File: config.mk
export PLATFORM = sky130hd
export DESIGN_NAME = input_conditioner
export DESIGN_NICKNAME = d
export VERILOG_FILES = /design/src/rtl/input_conditioner.sv
export SDC_FILE = /design/constraint.sdc
export NUM_CORES = 1
export LEC_CHECK = 0
export CORE_MARGIN = 10
export CORE_UTILIZATION = 50
export CTS_CLUSTER_DIAMETER = 60
export DETAILED_ROUTE_END_ITERATION = 8
export GPL_TIMING_DRIVEN = 0
export PLACE_DENSITY = 0.76
export SYNTH_ARGS = -nofsm -noshare
export SYNTH_HDL_FRONTEND = slang
export SYNTH_SLANG_ARGS = --single-unit
export TNS_END_PERCENT = 30
File: constraint.sdc
create_clock -name clock -period 1.75 [get_ports clock]
set_clock_uncertainty 0.15 [all_clocks]
set_input_delay 0.35 -clock clock [delete_from_list [all_inputs] [get_ports clock]]
set_output_delay 0.35 -clock clock [all_outputs]
set_load 0.05 [all_outputs]
File: src/rtl/input_conditioner.sv
// rtl/input_conditioner.sv - per-channel synchronizer and consecutive-cycle debounce for raw level inputs
// Produces registered clean levels plus one-cycle rise/fall pulses and aggregate changed/stable flags.
module input_conditioner #(
    parameter int WIDTH           = 3,
    parameter int SYNC_STAGES     = 2,
    parameter int DEBOUNCE_CYCLES = 4
) (
    input  logic             clock,
    input  logic             resetn,
    input  logic [WIDTH-1:0] raw_in,
    output logic [WIDTH-1:0] x_out,
    output logic [WIDTH-1:0] rise,
    output logic [WIDTH-1:0] fall,
    output logic             changed,
    output logic             stable
);

    localparam int CW = $clog2(DEBOUNCE_CYCLES + 1);
    localparam logic [CW-1:0] CNT_LAST = CW'(DEBOUNCE_CYCLES - 1);

    // Stage 0 samples raw_in; stage SYNC_STAGES-1 is the synchronized level.
    logic [WIDTH-1:0][SYNC_STAGES-1:0] sync_q, sync_d;
    logic [WIDTH-1:0][CW-1:0]          cnt_q, cnt_d;
    logic [WIDTH-1:0]                  x_q, x_d;
    logic [WIDTH-1:0]                  rise_q, rise_d;
    logic [WIDTH-1:0]                  fall_q, fall_d;
    logic [WIDTH-1:0]                  sync_out;
    logic [WIDTH-1:0]                  chan_idle;

    always_comb begin
        sync_d    = sync_q;
        cnt_d     = cnt_q;
        x_d       = x_q;
        rise_d    = '0;
        fall_d    = '0;
        sync_out  = '0;
        chan_idle = '0;
        for (int i = 0; i < WIDTH; i++) begin
            sync_d[i]    = {sync_q[i][SYNC_STAGES-2:0], raw_in[i]};
            sync_out[i]  = sync_q[i][SYNC_STAGES-1];
            chan_idle[i] = (cnt_q[i] == '0) && (sync_out[i] == x_q[i]);
            if (sync_out[i] == x_q[i]) begin
                cnt_d[i] = '0;
            end else if (cnt_q[i] == CNT_LAST) begin
                // Level has persisted long enough: accept it and emit the edge pulse.
                x_d[i]    = sync_out[i];
                cnt_d[i]  = '0;
                rise_d[i] = sync_out[i];
                fall_d[i] = ~sync_out[i];
            end else begin
                cnt_d[i] = cnt_q[i] + CW'(1);
            end
        end
    end

    always_ff @(posedge clock or negedge resetn) begin
        if (!resetn) begin
            sync_q <= '0;
            cnt_q  <= '0;
            x_q    <= '0;
            rise_q <= '0;
            fall_q <= '0;
        end else begin
            sync_q <= sync_d;
            cnt_q  <= cnt_d;
            x_q    <= x_d;
            rise_q <= rise_d;
            fall_q <= fall_d;
        end
    end

    assign x_out   = x_q;
    assign rise    = rise_q;
    assign fall    = fall_q;
    assign changed = |(rise_q | fall_q);
    assign stable  = &chan_idle;

endmodule
==> summary.md, run 1 <==
| Metric | Value |
|---|---|
| Vias per Instance | `4.99` |
| Worst path arrival time | `1.66 ns` |
| First-pass GRT wire length | `2750 um` |
| Most common library cell in the layout ignoring fill and taps | `dfrtp_1` |
| Pwr/cell area | `1520 nW/um^2` |
| Grt ovf | `0` |
| Die area | `4040 sq um` |
| Dpl ws | `-0.742 ns` |
| Initial Util | `53.8%` |
| Largest net degree at the start of global routing | `25` |
| Setup ws final | `-0.411 ns` |
| P_sw | `0.683 mW` |
| Sw frac | `36.4%` |
| Period minus WS final | `2.16 ns` |
| Crit path kind | `register to output pin` |
| Critical-path maximum fanout | `2` |
| I/O pin count | `16` |
| R2R Path Start | `cnt_q[7]` |
| Root Buffer | `clkbuf_4` |
| DR vias | `559` |
| Hold Startpoint | `sync_d[1]` |
| Placed Cells | `107` |
| Failing checks | `setup timing` |
| Tcrit/Tclk final | `123%` |
| Flop pwr share | `40.3%` |
| Reg-to-Reg End | `x_out[2]` |
| Antenna diodes | `0` |
| Final-report max-slew violation count | `0` |
| Avg Cell Area, Syn | `14.2 sq um` |
| Rel. slew slack | `29.2%` |
| Cts bufs inserted | `3` |
| Final ANT Viol Nets | `0` |
| DRT Pass-1 Iters | `2` |
| Drt total wl | `1710 um` |
| Number of global-route vias before repair | `575` |
| Initial antenna violation count | `0` |
| Fin Setup TNS | `-0.450 ns` |
| Worst Hold Path Cells | `0` |
| Fin. Hold Viols | `0` |
| Core area | `1760 sq um` |
| Reg2Reg Depth | `4` |
| Num Clock Sinks | `24` |
| Hold crit path type | `register to register` |
| Syn-to-layout area delta | `30.2%` |
| CTS tree | `yes` |
| Syn nets | `78` |
| CP endpoint kind | `output pin` |
| GPL Wtd Cong | `0.719` |
| Hold EP | `sync_out[0]` |
| Most frequent cells in the layout | `dfrtp_1, nor3b_1, ha_1` |
| Pleak | `0.592 nW` |
| RSZ-0062 raised after global routing | `yes` |
| FF+latch area | `603 sq um` |
| DRC | `0` |
| Area of the multi-input gates | `375 sq um` |
| Peak VDD IR | `1.08 mV` |
| Die Y | `63.6 um` |
| R2r setup slk | `0.32 ns` |
| Syn Inst Count | `67` |
| Max Fclk | `463 MHz` |
| Status | `finished, violations left` |
| Post-synthesis register bit count | `24` |
| CTS Hold Bufs | `0` |
| WL/cell | `15.3 um` |
| CTS max path bufs | `2` |
| # rows | `15` |
| Critical Path Start | `cnt_q[7]` |
| Final number of setup-violating endpoints | `2` |
| Clk slew on worst S/H paths | `0.13 ns` |
| Worst setup SP type | `register` |
| Pwr Total | `1.87 mW` |
| Initial DRC count | `1` |
| Max Cap Viol | `0` |
| H-tree levels | `1` |
| Slew @ Worst Pin | `1.06 ns` |
| Nets | `99` |
| Clock share of power | `21.1%` |
| Comb pwr share | `38.6%` |
| Ys Warns | `0` |
| Non-filler cells in the finished layout | `112` |
| Cell area after synthesis | `948 sq um` |
| Yosys cell types | `16` |
| Port Buf Inserts | `15` |
| Die Span X | `63.6 um` |
| Layout cell share with drive strength beyond 1 | `35.6%` |
| Fill count | `136` |
| Clock latency on the worst-skew pair | `0.31 ns` |
| Worst EP required | `1.25 ns` |
| Post-synthesis sequential area ratio | `63.3%` |
| Overall Global Routing Usage | `8.87%` |
| Cell Int Power | `1.19 mW` |
==> per-layer routing <==
metal / global-route usage, % / up-vias / share of wire (%)
met5: 0 / - / 0
met4: 6.28 / 0 / 2.4
met3: 4.42 / 4 / 4.3
li1: - / 266 / -
met1: 9.03 / 279 / 41
met2: 13.8 / 10 / 52
==> sequential cells by signal, indices dropped and copies added, names as in the netlist <==
name and cells:
cnt_q 9, fall 3, rise 3, sync_d 3, sync_out 3, x_out 3
==> worst max path at each step <==
stage                         to  slack, ns  depth (start not counted)
final                     stable      -0.41                          6
after global routing      stable      -0.53                          6
after CTS                 stable      -0.37                          6
after detailed placement  stable      -0.74                          6
after global placement    stable      -0.68                          6
after floorplan           stable      -0.22                          5
==> through the flow <==
stage	area (sq um)	hold WS (ns)	util [%]
3_5_place_dp	1150	0.189	65.0
4_1_cts	1210	0.220	68.7
5_1_grt	1230	0.222	70.0
2_1_floorplan	966	-0.0956	-
3_3_place_gp	1150	0.181	65.0
6_report	1230	0.215	70.0
==> synth_stat cells <==
cell / n / area [sq um]
ha_1: 6 / 75.1
mux2_2: 3 / 33.8
nor4_1: 2 / 12.5
and3b_1: 2 / 17.5
nor2_1: 2 / 7.51
nor3b_1: 6 / 45.0
dfrtp_1: 24 / 601
xor2_1: 3 / 26.3
and3_2: 2 / 15.0
nand4_1: 1 / 6.26
and3b_2: 1 / 10.0
inv_1: 6 / 22.5
nand2_1: 1 / 3.75
and3_1: 4 / 25.0
nand2b_4: 3 / 41.3
nor2b_1: 1 / 6.26
==> layout make-up <==
class | count | area share (%)
sequential | 24 | 48.8
multi-input combinational | 37 | 30.4
timing repair buffer | 16 | 12.2
tap | 25 | 2.53
clock inverter | 1 | 2.43
clock buffer | 3 | 1.82
inverter | 6 | 1.82
==> worst max-delay path, cell delays in order, from the launching register on <==
cell,delay [ns]
dfrtp_1,0.42
inv_2,0.08
ha_4,0.12
nor2b_4,0.12
nand4_1,0.15
nor4_4,0.26
buf_6,0.19
==> logic make-up (layout without fill, tap and decap cells) <==
group	count (synthesis)	after routing	share of synthesized area (%)
xor gates and xnor gates	3	3	2.77
adders and majority gates	6	6	7.92
buffers and inverters	6	26	2.37
DFF	24	24	63.3
muxes	3	3	3.56
and+or+nand+nor	25	25	20.1
==> power by group through the flow <==
stage | logic (mW) | registers (mW) | clock network, mW
6_report | 0.725 | 0.755 | 0.395
5_1_grt | 0.802 | 0.771 | 0.432
4_1_cts | 0.683 | 0.751 | 0.412
3_5_place_dp | 0.687 | 0.761 | 0
3_3_place_gp | 0.673 | 0.753 | 0
2_1_floorplan | 0.333 | 0.899 | 0
==> what timing repair did <==
action	4_1_cts	5_1_grt
hold endpoints to repair	0	0
setup buffers	0	1
gates resized for setup	35	11
pin swaps	2	3
endpoints found under the setup margin	11	7
Power figures use the tool's default switching activity.
==> inputs of run 2 (changes only) <==
--- a/config.mk
+++ b/config.mk
@@ -5,12 +5,14 @@
 export SDC_FILE = /design/constraint.sdc
 export NUM_CORES = 1
 export LEC_CHECK = 0
+export ABC_CLOCK_PERIOD_IN_PS = 1750
 export CORE_MARGIN = 10
 export CORE_UTILIZATION = 50
 export CTS_CLUSTER_DIAMETER = 60
 export DETAILED_ROUTE_END_ITERATION = 8
 export GPL_TIMING_DRIVEN = 0
 export PLACE_DENSITY = 0.76
+export SKIP_CTS_REPAIR_TIMING = 1
 export SYNTH_ARGS = -nofsm -noshare
 export SYNTH_HDL_FRONTEND = slang
 export SYNTH_SLANG_ARGS = --single-unit
==> run 2 against run 1 <==
  * The run still ends with setup timing left
  * Largest power group unchanged
  * Via count shrank 1.1%
  * Non-clock buffer count is the same
  * Utilization grew 1.4 points
  * Largest cell class unchanged
  * Combinational power grew 1%
  * Flip-flop and latch count is the same
  * Critical path depth is the same
  * Fmax grew 2.7%
  * Sequential share of layout area shrank 0.97 points
  * Die area is the same
==> summary.md, run 2 (same netlist as run 1, synthesis figures left out) <==
| Metric | Value |
|---|---|
| Status | `finished, violations left` |
| Failing checks | `setup timing` |
| Max Cap Viol | `0 (unchanged)` |
| Clock latency on the worst-skew pair | `0.32 ns (about the same)` |
| Pwr/cell area | `1500 nW/um^2 (-1.3%)` |
| Initial Util | `53.8% (unchanged)` |
| Most frequent cells in the layout | `dfrtp_1, dlymetal6s2s_1, nor3b_1` |
| Critical-path maximum fanout | `2 (unchanged)` |
| Num Clock Sinks | `24 (unchanged)` |
| CTS tree | `yes` |
| Final number of setup-violating endpoints | `2 (unchanged)` |
| Cell Int Power | `1.20 mW (+0.48%)` |
| Max reg flops | `9 (unchanged)` |
| P_sw | `0.689 mW (+0.97%)` |
| Root Buffer | `clkbuf_4` |
| Grt ovf | `0 (unchanged)` |
| Antenna diodes | `0 (unchanged)` |
| Dpl ws | `-0.742 ns (unchanged)` |
| Clk slew on worst S/H paths | `0.13 ns (about the same)` |
| Die Y | `63.6 um (unchanged)` |
| Cts bufs inserted | `3 (unchanged)` |
| Worst setup SP type | `register` |
| CP endpoint kind | `output pin` |
| Pleak | `0.716 nW (+21%)` |
| First-pass GRT wire length | `2780 um (+1.2%)` |
| Initial DRC count | `1 (unchanged)` |
| Die area | `4040 sq um (unchanged)` |
| Initial antenna violation count | `0 (unchanged)` |
| Largest net degree at the start of global routing | `25 (unchanged)` |
| DRT Pass-1 Iters | `2 (unchanged)` |
| CTS max path bufs | `2 (unchanged)` |
| RSZ-0062 raised after global routing | `yes` |
| Comb pwr share | `39.0% (+0.4 points)` |
| Most common library cell in the layout ignoring fill and taps | `dfrtp_1` |
| Die Span X | `63.6 um (unchanged)` |
| Final ANT Viol Nets | `0 (unchanged)` |
| Crit path kind | `register to output pin` |
| Peak VDD IR | `1.07 mV (-0.10%)` |
| Drt total wl | `1740 um (+1.6%)` |
| Number of global-route vias before repair | `579 (+0.70%)` |
| Max Fclk | `475 MHz (+2.7%)` |
| Overall Global Routing Usage | `8.98% (+0.11 points)` |
| Period minus WS final | `2.10 ns (-0.0562 ns)` |
| Final Util | `71.4% (+1.4 points)` |
| Pwr Total | `1.89 mW (+0.66%)` |
| Rel. slew slack | `31.9% (+2.7 points)` |
| Flop pwr share | `39.9% (-0.4 points)` |
| Port Buf Inserts | `15 (unchanged)` |
| Hold crit path type | `register to register` |
| Syn-to-layout area delta | `32.8%` |
| Clock share of power | `21.1% (about the same)` |
| Setup ws final | `-0.355 ns (+0.0562 ns)` |
| Slew @ Worst Pin | `1.02 ns (-0.0403 ns)` |
| WL/cell | `15.5 um (+1.6%)` |
| H-tree levels | `1 (unchanged)` |
| Fin. Hold Viols | `0 (unchanged)` |
| Final-report max-slew violation count | `0 (unchanged)` |
| Worst EP required | `1.25 ns (about the same)` |
| Worst path arrival time | `1.60 ns (-0.06 ns)` |
| R2r setup slk | `0.32 ns (about the same)` |
| I/O pin count | `16 (unchanged)` |
| GPL Wtd Cong | `0.719 (unchanged)` |
| Nets | `99 (unchanged)` |
| # rows | `15 (unchanged)` |
| Vias per Instance | `4.94 (-1.1%)` |
| Tcrit/Tclk final | `120% (-3.2 points)` |
| Layout cell share with drive strength beyond 1 | `28.7% (-6.9 points)` |
| Sw frac | `36.5% (+0.11 points)` |
| Core area | `1760 sq um (unchanged)` |
| DR vias | `553 (-1.1%)` |
| DRC | `0 (unchanged)` |
| Top reg by flops | `cnt_q` |
[run 2: area by class of cell]
class	count	area, sq um
clock inverters	1	30.0
multi-input cells	37	375
flip-flops and latches	24	603
inverters	6	22.5
fillers	131	504
clock buffers	3	22.5
repair buffers	16	175
well taps	25	31.3
[run 2: worst paths after layout]
check	to	depth (start not counted)	from
worst max-delay path	stable	6	cnt_q[7]
worst min-delay path	sync_out[0]	0	sync_d[1]
worst max register to register	x_out[2]	4	cnt_q[7]
worst min register to register	sync_out[0]	0	sync_d[1]
max in group asynchronous	x_out[1]	1	resetn
min in group asynchronous	cnt_q[0]	1	resetn
[run 2: critical path, stage by stage (launching register included)]
cell     delay [ns]
dfrtp_1        0.42
inv_2          0.08
ha_4           0.13
nor2b_4        0.12
nand4_1        0.15
nor4_4         0.19
buf_6          0.19
[run 2: power by group through the flow]
stage          Sequential (mW)  Clock (mW)  Combinational [mW]
6_report                 0.753       0.399               0.735
2_1_floorplan            0.899           0               0.333
5_1_grt                  0.770       0.430               0.810
4_1_cts                  0.750       0.412               0.691
3_3_place_gp             0.753           0               0.673
3_5_place_dp             0.761           0               0.687
[run 2: stage by stage]
stage / TNS [ns] / std cells / area [sq um] / hold WS [ns]
floorplan: -0.216 / 67 / 966 / -0.0956
global route: -0.605 / 112 / 1260 / 0.222
CTS: -4.42 / 111 / 1200 / 0.220
detailed placement: -2.67 / 107 / 1150 / 0.189
global placement: -2.03 / 107 / 1150 / 0.181
finish: -0.402 / 112 / 1260 / 0.214
[run 2: per-layer routing]
| metal | share of wire [%] | wire (um) | vias to the layer above | track usage [%] |
|---|---|---|---|---|
| met1 | 41 | 717 | 275 | 9.65 |
| met2 | 52 | 908 | 10 | 13.7 |
| met5 | 0 | 0 | - | 0 |
| met3 | 4.2 | 73 | 4 | 4.06 |
| met4 | 2.4 | 41 | 0 | 6.28 |
| li1 | - | - | 264 | - |
==> inputs of run 3 (changes only) <==
--- a/config.mk
+++ b/config.mk
@@ -6,6 +6,7 @@
 export NUM_CORES = 1
 export LEC_CHECK = 0
 export ABC_CLOCK_PERIOD_IN_PS = 1750
+export CAP_MARGIN = 20
 export CORE_MARGIN = 10
 export CORE_UTILIZATION = 50
 export CTS_CLUSTER_DIAMETER = 60
==> run 3 against run 2 <==
  * The run still ends with setup timing left
  * Fmax shrank 0.15%
  * Final area grew 2.2%
  * Sequential share of layout area shrank 1.0 points
  * Global-route usage is the same
  * Critical path type unchanged
  * Critical endpoint unchanged
  * Highest routed layer unchanged
  * Wire length grew 1.1%
  * Critical path depth is the same
  * Register-to-register slack is essentially flat
  * Via count grew 0.36%
  * Setup slack lost 0.0032 ns
==> summary.md, run 3 (same netlist as run 1, synthesis figures left out) <==
| Metric | Value |
|---|---|
| Met2 usage | `13.7% (unchanged)` |
| GPL Wtd Cong | `0.719 (unchanged)` |
| Gr busiest metal | `met2` |
| Antenna diodes | `0 (unchanged)` |
| Worst setup SP type | `register` |
| Initial DRC count | `1 (unchanged)` |
| Clock share of power | `20.9% (-0.2 points)` |
| Fin Setup TNS | `-0.405 ns (-0.00270 ns)` |
| Status | `finished, violations left` |
| Die Y | `63.6 um (unchanged)` |
| Top reg by flops | `cnt_q` |
| Pleak | `0.729 nW (+1.8%)` |
| Most frequent cells in the layout | `dfrtp_1, dlymetal6s2s_1, nor3b_1` |
| Final Util | `73.0% (+1.6 points)` |
| Max Cap Viol | `0 (unchanged)` |
| Num Clock Sinks | `24 (unchanged)` |
| Period minus WS final | `2.11 ns (+0.00322 ns)` |
| Overall Global Routing Usage | `8.98% (unchanged)` |
| P_sw | `0.690 mW (+0.13%)` |
| Clock latency on the worst-skew pair | `0.31 ns (about the same)` |
| Fill count | `129 (-1.5%)` |
| Pwr Total | `1.89 mW (+0.38%)` |
| First-pass GRT wire length | `2780 um (unchanged)` |
| Slew @ Worst Pin | `0.523 ns (-0.495 ns)` |
| Die Span X | `63.6 um (unchanged)` |
| Vias per Instance | `4.91 (-0.53%)` |
| Setup ws final | `-0.358 ns (-0.00322 ns)` |
| Most common library cell in the layout ignoring fill and taps | `dfrtp_1` |
| Syn-to-layout area delta | `35.8%` |
| Worst EP required | `1.25 ns (about the same)` |
| Tcrit/Tclk final | `120% (+0.18 points)` |
| Fin. Hold Viols | `0 (unchanged)` |
| I/O pin count | `16 (unchanged)` |
| CTS max path bufs | `2 (unchanged)` |
| H-tree levels | `1 (unchanged)` |
| Nets | `100 (+1.0%)` |
| Die area | `4040 sq um (unchanged)` |
| Final ANT Viol Nets | `0 (unchanged)` |
| Grt ovf | `0 (unchanged)` |
| WL/cell | `15.6 um (+0.25%)` |
| Failing checks | `setup timing` |
| Rel. slew slack | `65.1% (+33 points)` |
| Critical-path maximum fanout | `2 (unchanged)` |
| # rows | `15 (unchanged)` |
| Dpl ws | `-0.742 ns (unchanged)` |
| Clk slew on worst S/H paths | `0.13 ns (about the same)` |
| Comb pwr share | `39.3% (+0.3 points)` |
| Max reg flops | `9 (unchanged)` |
| Layout cell share with drive strength beyond 1 | `29.5% (+0.81 points)` |
| Initial Util | `53.8% (unchanged)` |
| CTS tree | `yes` |
| Initial antenna violation count | `0 (unchanged)` |
| DR vias | `555 (+0.36%)` |
| CP endpoint kind | `output pin` |
| Worst path arrival time | `1.61 ns (about the same)` |
| Final-report max-slew violation count | `0 (unchanged)` |
| Final number of setup-violating endpoints | `2 (unchanged)` |
| Drt total wl | `1760 um (+1.1%)` |
| Peak VDD IR | `1.07 mV (-0.25%)` |
| Met3 Usage GRT | `4.06% (unchanged)` |
| Hold crit path type | `primary input to async pin` |
| DRC | `0 (unchanged)` |
| Number of global-route vias before repair | `579 (unchanged)` |
| Placed Area | `1150 sq um (unchanged)` |
| Max Fclk | `474 MHz (-0.15%)` |
| Pwr/cell area | `1470 nW/um^2 (-1.8%)` |
| Largest net degree at the start of global routing | `25 (unchanged)` |
| Root Buffer | `clkbuf_4` |
| Flop pwr share | `39.8% (about the same)` |
| Met1 Track Usage GR | `9.65% (unchanged)` |
| Cell Int Power | `1.20 mW (+0.53%)` |
| Sw frac | `36.4% (-0.094 points)` |
| Crit path kind | `register to output pin` |
| Port Buf Inserts | `15 (unchanged)` |
| DRT Pass-1 Iters | `2 (unchanged)` |
| Cts bufs inserted | `3 (unchanged)` |
| Core area | `1760 sq um (unchanged)` |
| RSZ-0062 raised after global routing | `yes` |
| Fin area | `1290 sq um (+2.2%)` |
## run 3: critical path, stage by stage, from the launching register on
cell and delay (ns):
dfrtp_1 0.42, inv_2 0.08, ha_4 0.13, nor2b_4 0.12, nand4_1 0.16, nor4_4 0.19
buf_6 0.19
## run 3: layout make-up
type                            instances  area, sq um  share of cell area (%)
Clock buffer                            3         22.5                    1.75
Inverter                                6         22.5                    1.75
Multi-Input combinational cell         37          375                    29.2
Clock inverter                          1         30.0                    2.33
Tap cell                               25         31.3                    2.43
Timing Repair Buffer                   17          203                    15.7
Sequential cell                        24          603                    46.8
## run 3: through the flow
step / cells / hold WS, ns
floorplan: 67 / -0.0956
global placement: 107 / 0.181
detailed placement: 107 / 0.189
CTS: 111 / 0.220
global route: 113 / 0.0708
finish: 113 / 0.0931
## run 3: final timing paths
path                       startpoint          end  slack, ns  cells past startpoint
max                          cnt_q[7]       stable      -0.36                      6
max reg2reg                  cnt_q[7]     x_out[2]       0.32                      4
min                            resetn     cnt_q[0]       0.09                      1
min in group clock          sync_d[1]  sync_out[0]       0.21                      0
max in group asynchronous      resetn     x_out[1]       0.97                      2
min reg2reg                 sync_d[1]  sync_out[0]       0.21                      0
## run 3: per-layer routing
layer	vias to the layer above	share of wire [%]	wire length (um)
met2	10	53	929
met4	0	2.3	41
met1	274	41	716
met5	-	0	0
li1	267	-	-
met3	4	4.1	73
## run 3: power groups by stage
stage                     sequential, mW  clock [mW]  combinational (mW)
after floorplan                    0.899           0               0.333
after global placement             0.753           0               0.673
after detailed placement           0.761           0               0.687
after CTS                          0.750       0.412               0.691
after global routing               0.771       0.429               0.819
final                              0.754       0.397               0.744
